`src/rtl/uart_hex_rx.sv`:
```
// 8N1 UART receiver that parses "hex digits + CR" lines into a 32-bit word.
// Define UART_HEX_RX_LOWER_EN to accept lowercase 'a'-'f' as hex digits.
module uart_hex_rx #(
  parameter int CLK_DIV    = 10416,
  parameter int MAX_DIGITS = 8
) (
  input  logic        clk,
  input  logic        rst,
  input  logic        rxd,
  output logic [31:0] word,
  output logic        word_vld,
  output logic [3:0]  ndigits,
  output logic        err,
  output logic        busy
);

  localparam int              CNT_W     = $clog2(CLK_DIV);
  localparam logic [CNT_W-1:0] HALF_LOAD = CNT_W'(CLK_DIV / 2 - 1);
  localparam logic [CNT_W-1:0] FULL_LOAD = CNT_W'(CLK_DIV - 1);
  localparam logic [CNT_W-1:0] CNT_ZERO  = CNT_W'(0);
  localparam logic [CNT_W-1:0] CNT_ONE   = CNT_W'(1);
  localparam logic [3:0]       MAX_CNT   = 4'(MAX_DIGITS);
  localparam logic [7:0]       CHAR_CR   = 8'h0D;
  localparam logic [7:0]       CHAR_LF   = 8'h0A;

  typedef enum logic [1:0] {IDLE, START, DATA, STOP} state_t;

  // Returns {is_digit, nibble} for one received character.
  function automatic logic [4:0] hex_decode(input logic [7:0] c);
    hex_decode = 5'b0_0000;
    if (c >= 8'h30 && c <= 8'h39) begin
      hex_decode = {1'b1, c[3:0]};
    end else if (c >= 8'h41 && c <= 8'h46) begin
      hex_decode = {1'b1, c[3:0] + 4'd9};
`ifdef UART_HEX_RX_LOWER_EN
    end else if (c >= 8'h61 && c <= 8'h66) begin
      hex_decode = {1'b1, c[3:0] + 4'd9};
`endif
    end else begin
      hex_decode = 5'b0_0000;
    end
  endfunction

  state_t           state_q;
  logic [CNT_W-1:0] cnt_q;
  logic [2:0]       bit_q;
  logic [7:0]       shift_q;
  logic             rxd_s1_q, rxd_s2_q;
  logic [1:0]       settle_q;
  logic             armed_q;
  logic [31:0]      acc_q;
  logic [3:0]       dcnt_q;
  logic             discard_q;
  logic [31:0]      word_q;
  logic [3:0]       ndigits_q;
  logic             word_vld_q, err_q;

  logic [4:0]       hex_d;
  logic             edge_d;

  // The synchroniser resets high, so a fall is only trusted once the line has
  // genuinely been observed high after reset or after the previous start edge.
  assign hex_d  = hex_decode(shift_q);
  assign edge_d = armed_q & ~rxd_s2_q;

  // Receiver FSM, character parser and registered outputs.
  always_ff @(posedge clk or posedge rst) begin
    if (rst) begin
      state_q    <= IDLE;
      cnt_q      <= CNT_ZERO;
      bit_q      <= 3'd0;
      shift_q    <= 8'h00;
      rxd_s1_q   <= 1'b1;
      rxd_s2_q   <= 1'b1;
      settle_q   <= 2'd0;
      armed_q    <= 1'b0;
      acc_q      <= 32'h0000_0000;
      dcnt_q     <= 4'd0;
      discard_q  <= 1'b0;
      word_q     <= 32'h0000_0000;
      ndigits_q  <= 4'd0;
      word_vld_q <= 1'b0;
      err_q      <= 1'b0;
    end else begin
      rxd_s1_q   <= rxd;
      rxd_s2_q   <= rxd_s1_q;
      word_vld_q <= 1'b0;
      err_q      <= 1'b0;
      if (settle_q != 2'd2) begin
        settle_q <= settle_q + 2'd1;
      end
      case (state_q)
        IDLE: begin
          if (edge_d) begin
            state_q <= START;
            cnt_q   <= HALF_LOAD;
            armed_q <= 1'b0;
          end else if (settle_q == 2'd2 && rxd_s2_q) begin
            armed_q <= 1'b1;
          end
        end
        START: begin
          if (cnt_q == CNT_ZERO) begin
            state_q <= rxd_s2_q ? IDLE : DATA;
            cnt_q   <= FULL_LOAD;
            bit_q   <= 3'd0;
          end else begin
            cnt_q <= cnt_q - CNT_ONE;
          end
        end
        DATA: begin
          if (cnt_q == CNT_ZERO) begin
            shift_q <= {rxd_s2_q, shift_q[7:1]};
            cnt_q   <= FULL_LOAD;
            bit_q   <= bit_q + 3'd1;
            if (bit_q == 3'd7) begin
              state_q <= STOP;
            end
          end else begin
            cnt_q <= cnt_q - CNT_ONE;
          end
        end
        STOP: begin
          if (cnt_q == CNT_ZERO) begin
            state_q <= IDLE;
            if (!rxd_s2_q) begin
              err_q     <= 1'b1;
              acc_q     <= 32'h0000_0000;
              dcnt_q    <= 4'd0;
              discard_q <= 1'b0;
            end else if (discard_q) begin
              if (shift_q == CHAR_CR) begin
                acc_q     <= 32'h0000_0000;
                dcnt_q    <= 4'd0;
                discard_q <= 1'b0;
              end
            end else if (hex_d[4]) begin
              if (dcnt_q == MAX_CNT) begin
                err_q     <= 1'b1;
                discard_q <= 1'b1;
              end else begin
                acc_q  <= {acc_q[27:0], hex_d[3:0]};
                dcnt_q <= dcnt_q + 4'd1;
              end
            end else if (shift_q == CHAR_CR) begin
              if (dcnt_q != 4'd0) begin
                word_q     <= acc_q;
                ndigits_q  <= dcnt_q;
                word_vld_q <= 1'b1;
              end
              acc_q     <= 32'h0000_0000;
              dcnt_q    <= 4'd0;
              discard_q <= 1'b0;
            end else if (shift_q != CHAR_LF) begin
              err_q  <= 1'b1;
              acc_q  <= 32'h0000_0000;
              dcnt_q <= 4'd0;
            end
          end else begin
            cnt_q <= cnt_q - CNT_ONE;
          end
        end
        default: begin
          state_q <= IDLE;
        end
      endcase
    end
  end

  assign word     = word_q;
  assign word_vld = word_vld_q;
  assign ndigits  = ndigits_q;
  assign err      = err_q;
  assign busy     = (state_q != IDLE);

endmodule

```
`config.mk`:
```
export PLATFORM = sky130hd
export DESIGN_NAME = uart_hex_rx
export DESIGN_NICKNAME = d
export VERILOG_FILES = /design/src/rtl/uart_hex_rx.sv
export SDC_FILE = /design/constraint.sdc
export NUM_CORES = 1
export LEC_CHECK = 0
export BUFFER_PORTS_ARGS = -buffer_cell sky130_fd_sc_hd__buf_2
export CORE_MARGIN = 2
export CORE_UTILIZATION = 55
export CTS_BUF_LIST = sky130_fd_sc_hd__clkbuf_16
export DETAILED_ROUTE_END_ITERATION = 8
export PLACE_DENSITY = 0.74
export SLEW_MARGIN = 20
export SYNTH_ARGS = -nofsm -noshare
export SYNTH_HDL_FRONTEND = slang
export SYNTH_SLANG_ARGS = --single-unit
```
`constraint.sdc`:
```
create_clock -name clk -period 5.96 [get_ports clk]
set_input_delay 0.596 -clock clk [delete_from_list [all_inputs] [get_ports clk]]
set_output_delay 0.596 -clock clk [all_outputs]
set_load 0.01 [all_outputs]
```
==> flow_metrics.tcl, run 1 <==
set metrics [dict create \
    layout.cells.most_common_list "dfrtp_1, inv_1, nand2_1" \
    flow.area_growth_from_synthesis_pct 10.6 \
    cpPeakStageDelay_ns 0.46 \
    tritoncts "yes" \
    rsz0062_at_grt "false" \
    vias_per_cell 5.60 \
    synthesis.nets 479 \
    async_flop_share 1.00 \
    place.gp.congestion 0.850 \
    rows 35 \
    post_synth_fa_ha_maj_area_fraction 0.0380 \
    critical_path.cell_chain "inv_1, ha_1, o21bai_1, a21oi_1, o21ai_1, o211ai_4, buf_4, mux2_2" \
    post-dp-hpwl_mm 6.64 \
    drt_wl_total_mm 9.87 \
    grt_max_degree 66 \
    dieWidth_um 102 \
    grtUsageTotal 0.209 \
    cts_setup_buffers 0 \
    ios 42 \
    synth_ff_type "dfrtp_1" \
    cts.repair.resized 0 \
    outcome "finished, final reports clean" \
    post-place-cells 614 \
    timing.critical_path.buf_inv 2 \
    hp-class "in -> async" \
    p_leak_nw 3.05 \
    htreeDepth 3 \
    fp.dieArea_um2 10400 \
    cap_violations 0 \
    totalPowerFinal_mw 1.84 \
    power_per_cell_area_nw_per_um2 315 \
    drv_slew 0 \
    detail-route-antenna-nets 0 \
    pre_cts_ws_ns 3.17 \
    relative_slew_slack 0.466 \
    clock_latency_ns 0.35 \
    numPortBuffers 41 \
    syn-instance-count 460 \
    cts.clk_slew.worst_paths_ns 0.07 \
    max_clock_freq_mhz 351 \
    first_pass_grt_wire_length_mm 17.2 \
    antennaDiodeCount 0 \
    netlist_area_um2 5270 \
    totalNegativeSetupSlack_ns 0 \
    netlist-cell-type-count 67 \
    worst_slew_pin_slew_ns 0.801 \
    share_of_the_clock_period_used_by_the_worst_path 0.479 \
    clockBufferDepth 2 \
    synth_top_family_by_area "multiplexers" \
    slowest_stage "buf_4" \
    fin_nets 515 \
    drtIter0Drc 144 \
    cts.hold.buffers_added 0 \
    final-instance-count-excl-fill 630 \
    worst-endpoint-arrival_ns 3.08 \
    worstPathMaxFanout 32 \
    total_clock_buffers_created_by_cts 9 \
    synth_seq_area_share 0.508 \
    crit_type "reg -> reg" \
    synth_xor_xnor_area_share 0.00332 \
    synth_simple_gate_area_frac 0.124 \
    layout_min_cycle_time_ns 2.85 \
    setup_violations 0 \
    die_height_um 102 \
    cp-start-kind "flop" \
    post-route-drc-count 0 \
    count_of_synthesis_stage_warnings_from_yosys 0 \
    area_fraction_in_compound_gates_after_synthesis 0.107 \
    antenna_found_initial 0 \
    vdd.ir_drop.worst_uv 194 \
    syn_area_per_cell_um2 11.5 \
    drt-wirelength-per-cell_um 15.7 \
    kind_of_end_point_of_the_critical_path "flop" \
    final_core_utilization 0.628 \
    final.setup.worst_slack_ns 3.11 \
    ctsRootBufferMaster "clkbuf_16" \
    synth-edff-count 0 \
    worst_path_dominant_cell_family "compound AO/OA/AOI/OAI gates" \
    synth.ff_latch_count 107 \
    clock_tree_skew_after_final_layout_ns 0.0103 \
    number_of_global_route_vias_before_repair 3523 \
    drtPass1Iterations 4 \
    cts.sinks 107 \
    timing.final.hold_violations 0 \
    grt.overflow.total 0 \
    most_common_cell_after_layout_fill_and_taps_aside "dfrtp_1" \
    post_synth_mux_area_share 0.165 \
    total_number_of_vias 3529 \
    effective_utilization_at_floorplan 0.568 \
    core_area_um2 9280 \
    post_route_cells_drive_above_1_share 0.248 \
    required_ns 6.19 \
]
## cell type report
| cell class | count | area, um2 |
|---|---|---|
| tap | 129 | 161 |
| clock inverter | 7 | 68.8 |
| fill | 775 | 3450 |
| multi-input combinational | 291 | 2300 |
| inverter | 43 | 164 |
| clock buffer | 9 | 225 |
| timing repair buffer | 44 | 228 |
| sequential | 107 | 2680 |
## logic make-up after synthesis
group	Yosys count
multiplexers	79
flip-flops	107
buffers and inverters	62
adder cells (fa/ha/maj)	16
XOR/XNOR	2
AO/OA/AOI/OAI	80
AND/OR/NAND/NOR	114
## flip-flops by register name, summed over array words and instances, names as in the netlist, 2 cells and up, named ones only
| name | cells |
|---|---|
| cnt_q | 14 |
| bit_q | 3 |
| settle_q | 2 |
| shift_q | 8 |
| acc_q | 32 |
| ndigits | 4 |
| word | 32 |
| dcnt_q | 4 |
## through the flow
stage | instance area, um2 | hold slack (ns)
after floorplan | 5270 | 0.345
after global placement | 5540 | 0.346
after detailed placement | 5540 | 0.349
after CTS | 5830 | 0.299
after global routing | 5830 | 0.322
final | 5830 | 0.279
## where the power goes
group          switching (mW)  internal, mW  leakage (nW)
registers              0.0602         0.772          1.46
clock network           0.287         0.296         0.145
logic                   0.260         0.164          1.44
total                   0.607          1.23          3.05
## synthesized netlist by cell type (3+ instances only)
cell type	count	area (um2)
a21boi_0	3	22.5
a21o_1	5	37.5
a21oi_1	20	100
a32o_1	3	30.0
buf_2	3	15.0
buf_6	6	67.6
clkbuf_1	8	30.0
dfrtp_1	105	2630
ha_1	16	200
inv_1	43	161
mux2_2	39	439
mux2_4	6	90.1
mux2i_1	32	320
nand2_1	42	158
nand3_1	4	20.0
nand4_1	4	25.0
nor2_1	19	71.3
nor3_1	9	45.0
nor4_1	4	25.0
o21a_1	3	22.5
o21ai_0	17	85.1
o22a_1	5	43.8
o31ai_1	3	22.5
or4_4	3	33.8
## worst reg2reg max path, stage by stage, from the launching register on
cell      delay [ns]
dfrtp_1         0.45
inv_1           0.15
ha_1            0.29
o21bai_1        0.12
a21oi_1         0.31
o21ai_1         0.30
o211ai_4        0.24
buf_4           0.46
mux2_2          0.42
## worst paths after layout
| check | from | end | slack (ns) | cells after the start |
|---|---|---|---|---|
| max | shift_q[1] | acc_q[3] | 3.11 | 8 |
| min in group clk | rxd | rxd_s1_q | 0.35 | 1 |
| min reg2reg | rxd_s1_q | rxd_s2_q | 0.36 | 0 |
| min | rst | cnt_q[4] | 0.28 | 2 |
| max reg2reg | shift_q[1] | acc_q[3] | 3.11 | 8 |
| max in group asynchronous | rst | cnt_q[11] | 4.49 | 3 |
## metal layers
metal | GRT usage | vias to the layer above | routed length [um]
li1 | - | 1695 | -
met1 | 0.295 | 1743 | 4640
met2 | 0.327 | 85 | 4720
met3 | 0.0356 | 6 | 420
met4 | 0.0749 | 0 | 87
met5 | 0 | - | 0
Power figures use the tool's default switching activity.
==> run 2, diff against run 1 <==
Settings changed: CORE_UTILIZATION 55 to 54, PLACE_DENSITY 0.74 to 0.76.
Clock period 5.96 ns to 2.5 ns, I/O delays scaled along.
==> run 2 against run 1 <==
Net effect: via count grew 1.1%; clock power grew 140%; worst hold slack lost 0.25 ns; cell count grew 2.2%; sequential share of layout area shrank 0.97 points; critical path depth shrank 1; count of clock-buffer cells in the layout is the same; utilization shrank 1.0 points; die area grew 1.8%; critical path type unchanged; routed wire length grew 1.5%.
==> flow_metrics.tcl, run 2 (synthesis results as in run 1) <==
set metrics [dict create \
    numPortBuffers 41 \
    cts.clk_slew.worst_paths_ns 0.08 \
    drt_wl_total_mm 10.0 \
    total_number_of_vias 3568 \
    totalPowerFinal_mw 4.42 \
    number_of_global_route_vias_before_repair 3555 \
    htreeDepth 3 \
    power.internal_mw 2.96 \
    kind_of_end_point_of_the_critical_path "flop" \
    drt-wirelength-per-cell_um 15.5 \
    slowest_stage "or4_4" \
    flow.area_growth_from_synthesis_pct 13.0 \
    fp.dieArea_um2 10600 \
    vias_per_cell 5.54 \
    cts.sinks 107 \
    cap_violations 0 \
    p_leak_nw 3.11 \
    post-dp-hpwl_mm 6.75 \
    crit_type "reg -> reg" \
    hp-class "in -> async" \
    drtPass1Iterations 4 \
    share_of_the_clock_period_used_by_the_worst_path 0.942 \
    sw_frac_of_total 0.331 \
    core_area_um2 9640 \
    detail-route-antenna-nets 0 \
    antennaDiodeCount 0 \
    ctsRootBufferMaster "clkbuf_16" \
    comb_pwr_share 0.238 \
    worst_slew_pin_slew_ns 0.562 \
    worstPathMaxFanout 6 \
    vdd.ir_drop.worst_uv 535 \
    die_height_um 103 \
    filler_cell_count 804 \
    fin_nets 525 \
    worstRegToRegCells 7 \
    most_common_cell_after_layout_fill_and_taps_aside "dfrtp_1" \
    max_clock_freq_mhz 425 \
    layout.area.seq_um2 2680 \
    p_seq_frac 0.448 \
    timing.final.hold_violations 0 \
    total_clock_buffers_created_by_cts 9 \
    rows 36 \
    antenna_found_initial 0 \
    relative_slew_slack 0.625 \
    effective_utilization_at_floorplan 0.547 \
    dieWidth_um 103 \
    netSwitchingPower_mw 1.46 \
    post-route-drc-count 0 \
    clock_latency_ns 0.35 \
    rsz0062_at_grt "false" \
    place.gp.congestion 0.873 \
    post_route_cells_drive_above_1_share 0.262 \
    first_pass_grt_wire_length_mm 16.7 \
    grtUsageTotal 0.202 \
    grt.overflow.total 0 \
    worst-endpoint-arrival_ns 2.60 \
    layout.cells.most_common_list "dfrtp_1, inv_1, nand2_1" \
    setup_violations 0 \
    layout_min_cycle_time_ns 2.35 \
    clockBufferDepth 2 \
    required_ns 2.74 \
    drv_slew 0 \
    critical_path.cell_chain "inv_1, ha_1, or4b_4, or4_4, a21oi_4, a21oi_1, o22a_1" \
    clock_tree_skew_after_final_layout_ns 0.00982 \
    grt_max_degree 108 \
    share_clk_of_total_power 0.314 \
    power_per_cell_area_nw_per_um2 743 \
    area_of_the_multi_input_gates_um2 2310 \
    totalNegativeSetupSlack_ns 0 \
    outcome "finished, final reports clean" \
    ios 42 \
    drtIter0Drc 157 \
    cpPeakStageDelay_ns 0.55 \
    tritoncts "yes" \
    cp-start-kind "flop" \
]
==> run 2: cell types whose count changed in the layout (fill, tap and decap cells not counted), sizes merged <==
cell / delta
buf: +9
clkinvlp: +1
dlygate4sd3: +1
inv: -1
==> run 2: worst paths after layout <==
kind	startpoint	slack [ns]	end
max	cnt_q[0]	0.15	cnt_q[12]
min	rst	0.03	word[28]
max reg2reg	cnt_q[0]	0.15	cnt_q[12]
min reg2reg	rxd_s1_q	0.36	rxd_s2_q
max in group asynchronous	rst	2.02	rxd_s2_q
min in group clk	rxd_s1_q	0.36	rxd_s2_q
==> run 2: per-layer routing <==
metal	wire length, um	vias to the layer above	global-route usage
li1	-	1712	-
met1	4740	1780	0.273
met2	4800	65	0.334
met3	364	11	0.0461
met4	110	0	0.0486
met5	0	-	0
==> run 2: cell type report <==
class                   count  share of cell area
multi-input cells         291               0.388
clock buffers               9              0.0378
clock inverters             7              0.0111
well taps                 133              0.0279
repair buffers             54              0.0576
inverters                  43              0.0277
flip-flops and latches    107               0.450
==> run 2: power groups by stage <==
| stage | clock, mW | sequential [mW] | combinational [mW] |
|---|---|---|---|
| after global placement | 0 | 2.00 | 0.985 |
| after floorplan | 0 | 1.97 | 0.827 |
| after CTS | 1.42 | 1.98 | 1.03 |
| final | 1.39 | 1.98 | 1.05 |
| after detailed placement | 0 | 2.01 | 1.03 |
| after global routing | 1.49 | 2.00 | 1.17 |
==> run 2: timing repair <==
item | in CTS | in global routing
endpoints found under the hold margin | 1 | 0
resized for setup | 0 | 2
endpoints found under the setup margin | 0 | 18
setup buffers | 0 | 1
hold buffers | 1 | 0
==> run 2: metrics by stage <==
step | area, um2 | util | setup WS [ns] | cells | hold WS, ns
finish | 5960 | 0.618 | 0.146 | 644 | 0.0268
global route | 5960 | 0.618 | 0.0400 | 644 | 0.103
CTS | 5940 | 0.616 | 0.0531 | 643 | 0.0867
detailed placement | 5640 | 0.585 | 0.0857 | 626 | 0.347
global placement | 5640 | 0.585 | 0.184 | 626 | 0.345
floorplan | 5280 | - | 0.0979 | 460 | 0.254
==> run 2: worst max-delay path: cells and delay by family (launching register included) <==
| family | cells | cell delay, ns |
|---|---|---|
| adder cells (fa/ha/maj) | 1 | 0.17 |
| AO/OA/AOI/OAI | 3 | 0.52 |
| flip-flops | 1 | 0.41 |
| AND/OR/NAND/NOR | 2 | 1.04 |
| buffers and inverters | 1 | 0.11 |
==> run 3, diff against run 2 <==
Settings changed: CORE_UTILIZATION 54 to 55, PLACE_DENSITY 0.76 to 0.74.
Clock period 2.5 ns to 2.6 ns, I/O delays scaled along.
==> run 3 against run 2 <==
Net effect: clock power is 4% lower; combinational power barely moved; sequential cell count did not move; critical path depth decreased by 1; clock skew increased by 0.0011 ns; fmax is 5.6% lower; routed wire length is 5.9% higher; die area is 1.7% lower; critical path type unchanged; critical endpoint is now shift_q[1]; largest power group unchanged.
==> flow_metrics.tcl, run 3 (synthesis results as in run 1) <==
set metrics [dict create \
    outcome "finished, final reports clean" \
    cpPeakStageDelay_ns 0.54 \
    share_of_the_clock_period_used_by_the_worst_path 0.959 \
    cp-start-kind "flop" \
    dpl_cell_area_um2 5660 \
    drtPass1Iterations 5 \
    first_pass_grt_wire_length_mm 17.7 \
    core_area_um2 9280 \
    capture_point_of_the_critical_path "shift_q[1]" \
    worstRegToRegCells 6 \
    tritoncts "yes" \
    place.gp.congestion 0.881 \
    relative_slew_slack 0.617 \
    grt.overflow.total 0 \
    ios 42 \
    cap_violations 0 \
    layout.cell_area.non_filler_um2 6000 \
    drt_wl_total_mm 10.6 \
    timing.rr.start "cnt_q[0]" \
    drt-wirelength-per-cell_um 16.4 \
    drv_slew 0 \
    clock_latency_ns 0.35 \
    r2r_setup_slack_ns 0.11 \
    crit_type "reg -> reg" \
    vdd.ir_drop.worst_uv 333 \
    final_core_utilization 0.647 \
    grt_max_degree 47 \
    timing.critical_path.from "cnt_q[0]" \
    power_per_cell_area_nw_per_um2 713 \
    clockBufferDepth 2 \
    post-dp-hpwl_mm 6.96 \
    effective_utilization_at_floorplan 0.568 \
    htreeDepth 3 \
    required_ns 2.83 \
    layout.cells.most_common_list "dfrtp_1, inv_1, nand2_1" \
    vias_per_cell 5.65 \
    fin_nets 531 \
    ctsRootBufferMaster "clkbuf_16" \
    die_height_um 102 \
    timing.critical_path.buf_inv 1 \
    layout_min_cycle_time_ns 2.49 \
    p_leak_nw 3.13 \
    most_common_cell_after_layout_fill_and_taps_aside "dfrtp_1" \
    setup_violations 0 \
    worst_path_dominant_cell_family "simple AND/OR/NAND/NOR gates" \
    totalNegativeSetupSlack_ns 0 \
    number_of_global_route_vias_before_repair 3583 \
    slowest_stage "or4b_1" \
    rsz0062_at_grt "true" \
    grtUsageTotal 0.216 \
    drtIter0Drc 161 \
    critical_path.cell_chain "inv_1, ha_1, or4b_1, nor4_4, nand2_2, mux2_4" \
    clock_tree_skew_after_final_layout_ns 0.0110 \
    flow.area_growth_from_synthesis_pct 13.9 \
    numPortBuffers 41 \
    rows 35 \
    worst-endpoint-arrival_ns 2.72 \
    antenna_found_initial 0 \
    pre_cts_ws_ns 0.136 \
    fp.dieArea_um2 10400 \
    total_clock_buffers_created_by_cts 9 \
    max_clock_freq_mhz 401 \
    hp-class "reg -> reg" \
    antennaDiodeCount 0 \
    cts.sinks 107 \
    detail-route-antenna-nets 0 \
    reg2reg_to "shift_q[1]" \
    worst_slew_pin_slew_ns 0.570 \
    final.setup.worst_slack_ns 0.106 \
    timing.final.hold_violations 0 \
    worstPathMaxFanout 11 \
    dieWidth_um 102 \
    post_route_cells_drive_above_1_share 0.267 \
    post-route-drc-count 0 \
    depth_of_the_critical_timing_path_with_buffers_and_inverters_included 6 \
    kind_of_end_point_of_the_critical_path "flop" \
    total_number_of_vias 3652 \
    totalPowerFinal_mw 4.28 \
    cts.clk_slew.worst_paths_ns 0.08 \
]
run 3: worst reg2reg max path, delay by kind of cell (launching register included):
kind          cells  cell delay, ns
mux               1            0.38
simple gates      3            1.29
flops             1            0.41
buf+inv           1            0.12
fa+ha+maj         1            0.18
run 3: layout make-up:
type                    instances  area (um2)
fillers                       715        3280
flip-flops and latches        107        2680
multi-input cells             291        2300
repair buffers                 60         403
clock buffers                   9         225
inverters                      43         165
well taps                     129         161
clock inverters                 7        65.1
run 3: power breakdown:
part	internal [mW]	switching [mW]	total, mW
logic	0.416	0.629	1.04
clock network	0.669	0.658	1.33
registers	1.77	0.140	1.91
run 3: layer usage:
layer,vias to the layer above,part of all wire,global-route usage
li1,1731,-,-
met1,1806,0.47,0.315
met2,100,0.47,0.337
met3,15,0.045,0.0315
met4,0,0.018,0.0708
met5,-,0,0
run 3: how the worst min path moves through the flow:
stage                     startpoint        end  slack, ns  cells after the start
after floorplan                  rxd   rxd_s1_q       0.26                      0
after global placement           rst   cnt_q[6]       0.32                      2
after detailed placement         rst  cnt_q[12]       0.34                      2
after CTS                   rxd_s1_q   rxd_s2_q       0.37                      0
after global routing        rxd_s1_q   rxd_s2_q       0.38                      0
final                       rxd_s1_q   rxd_s2_q       0.38                      0
run 3: what timing repair did:
action	in CTS	in global routing
setup endpoints to repair	0	19
resized for setup	0	1
hold buffers	2	0
hold endpoints to repair	19	0
buffers inserted	0	4
run 3: stage by stage:
stage	cells	hold slack, ns
3_5_place_dp	624	0.335
6_report	646	0.382
5_1_grt	646	0.377
3_3_place_gp	624	0.320
2_1_floorplan	460	0.264
4_1_cts	642	0.375
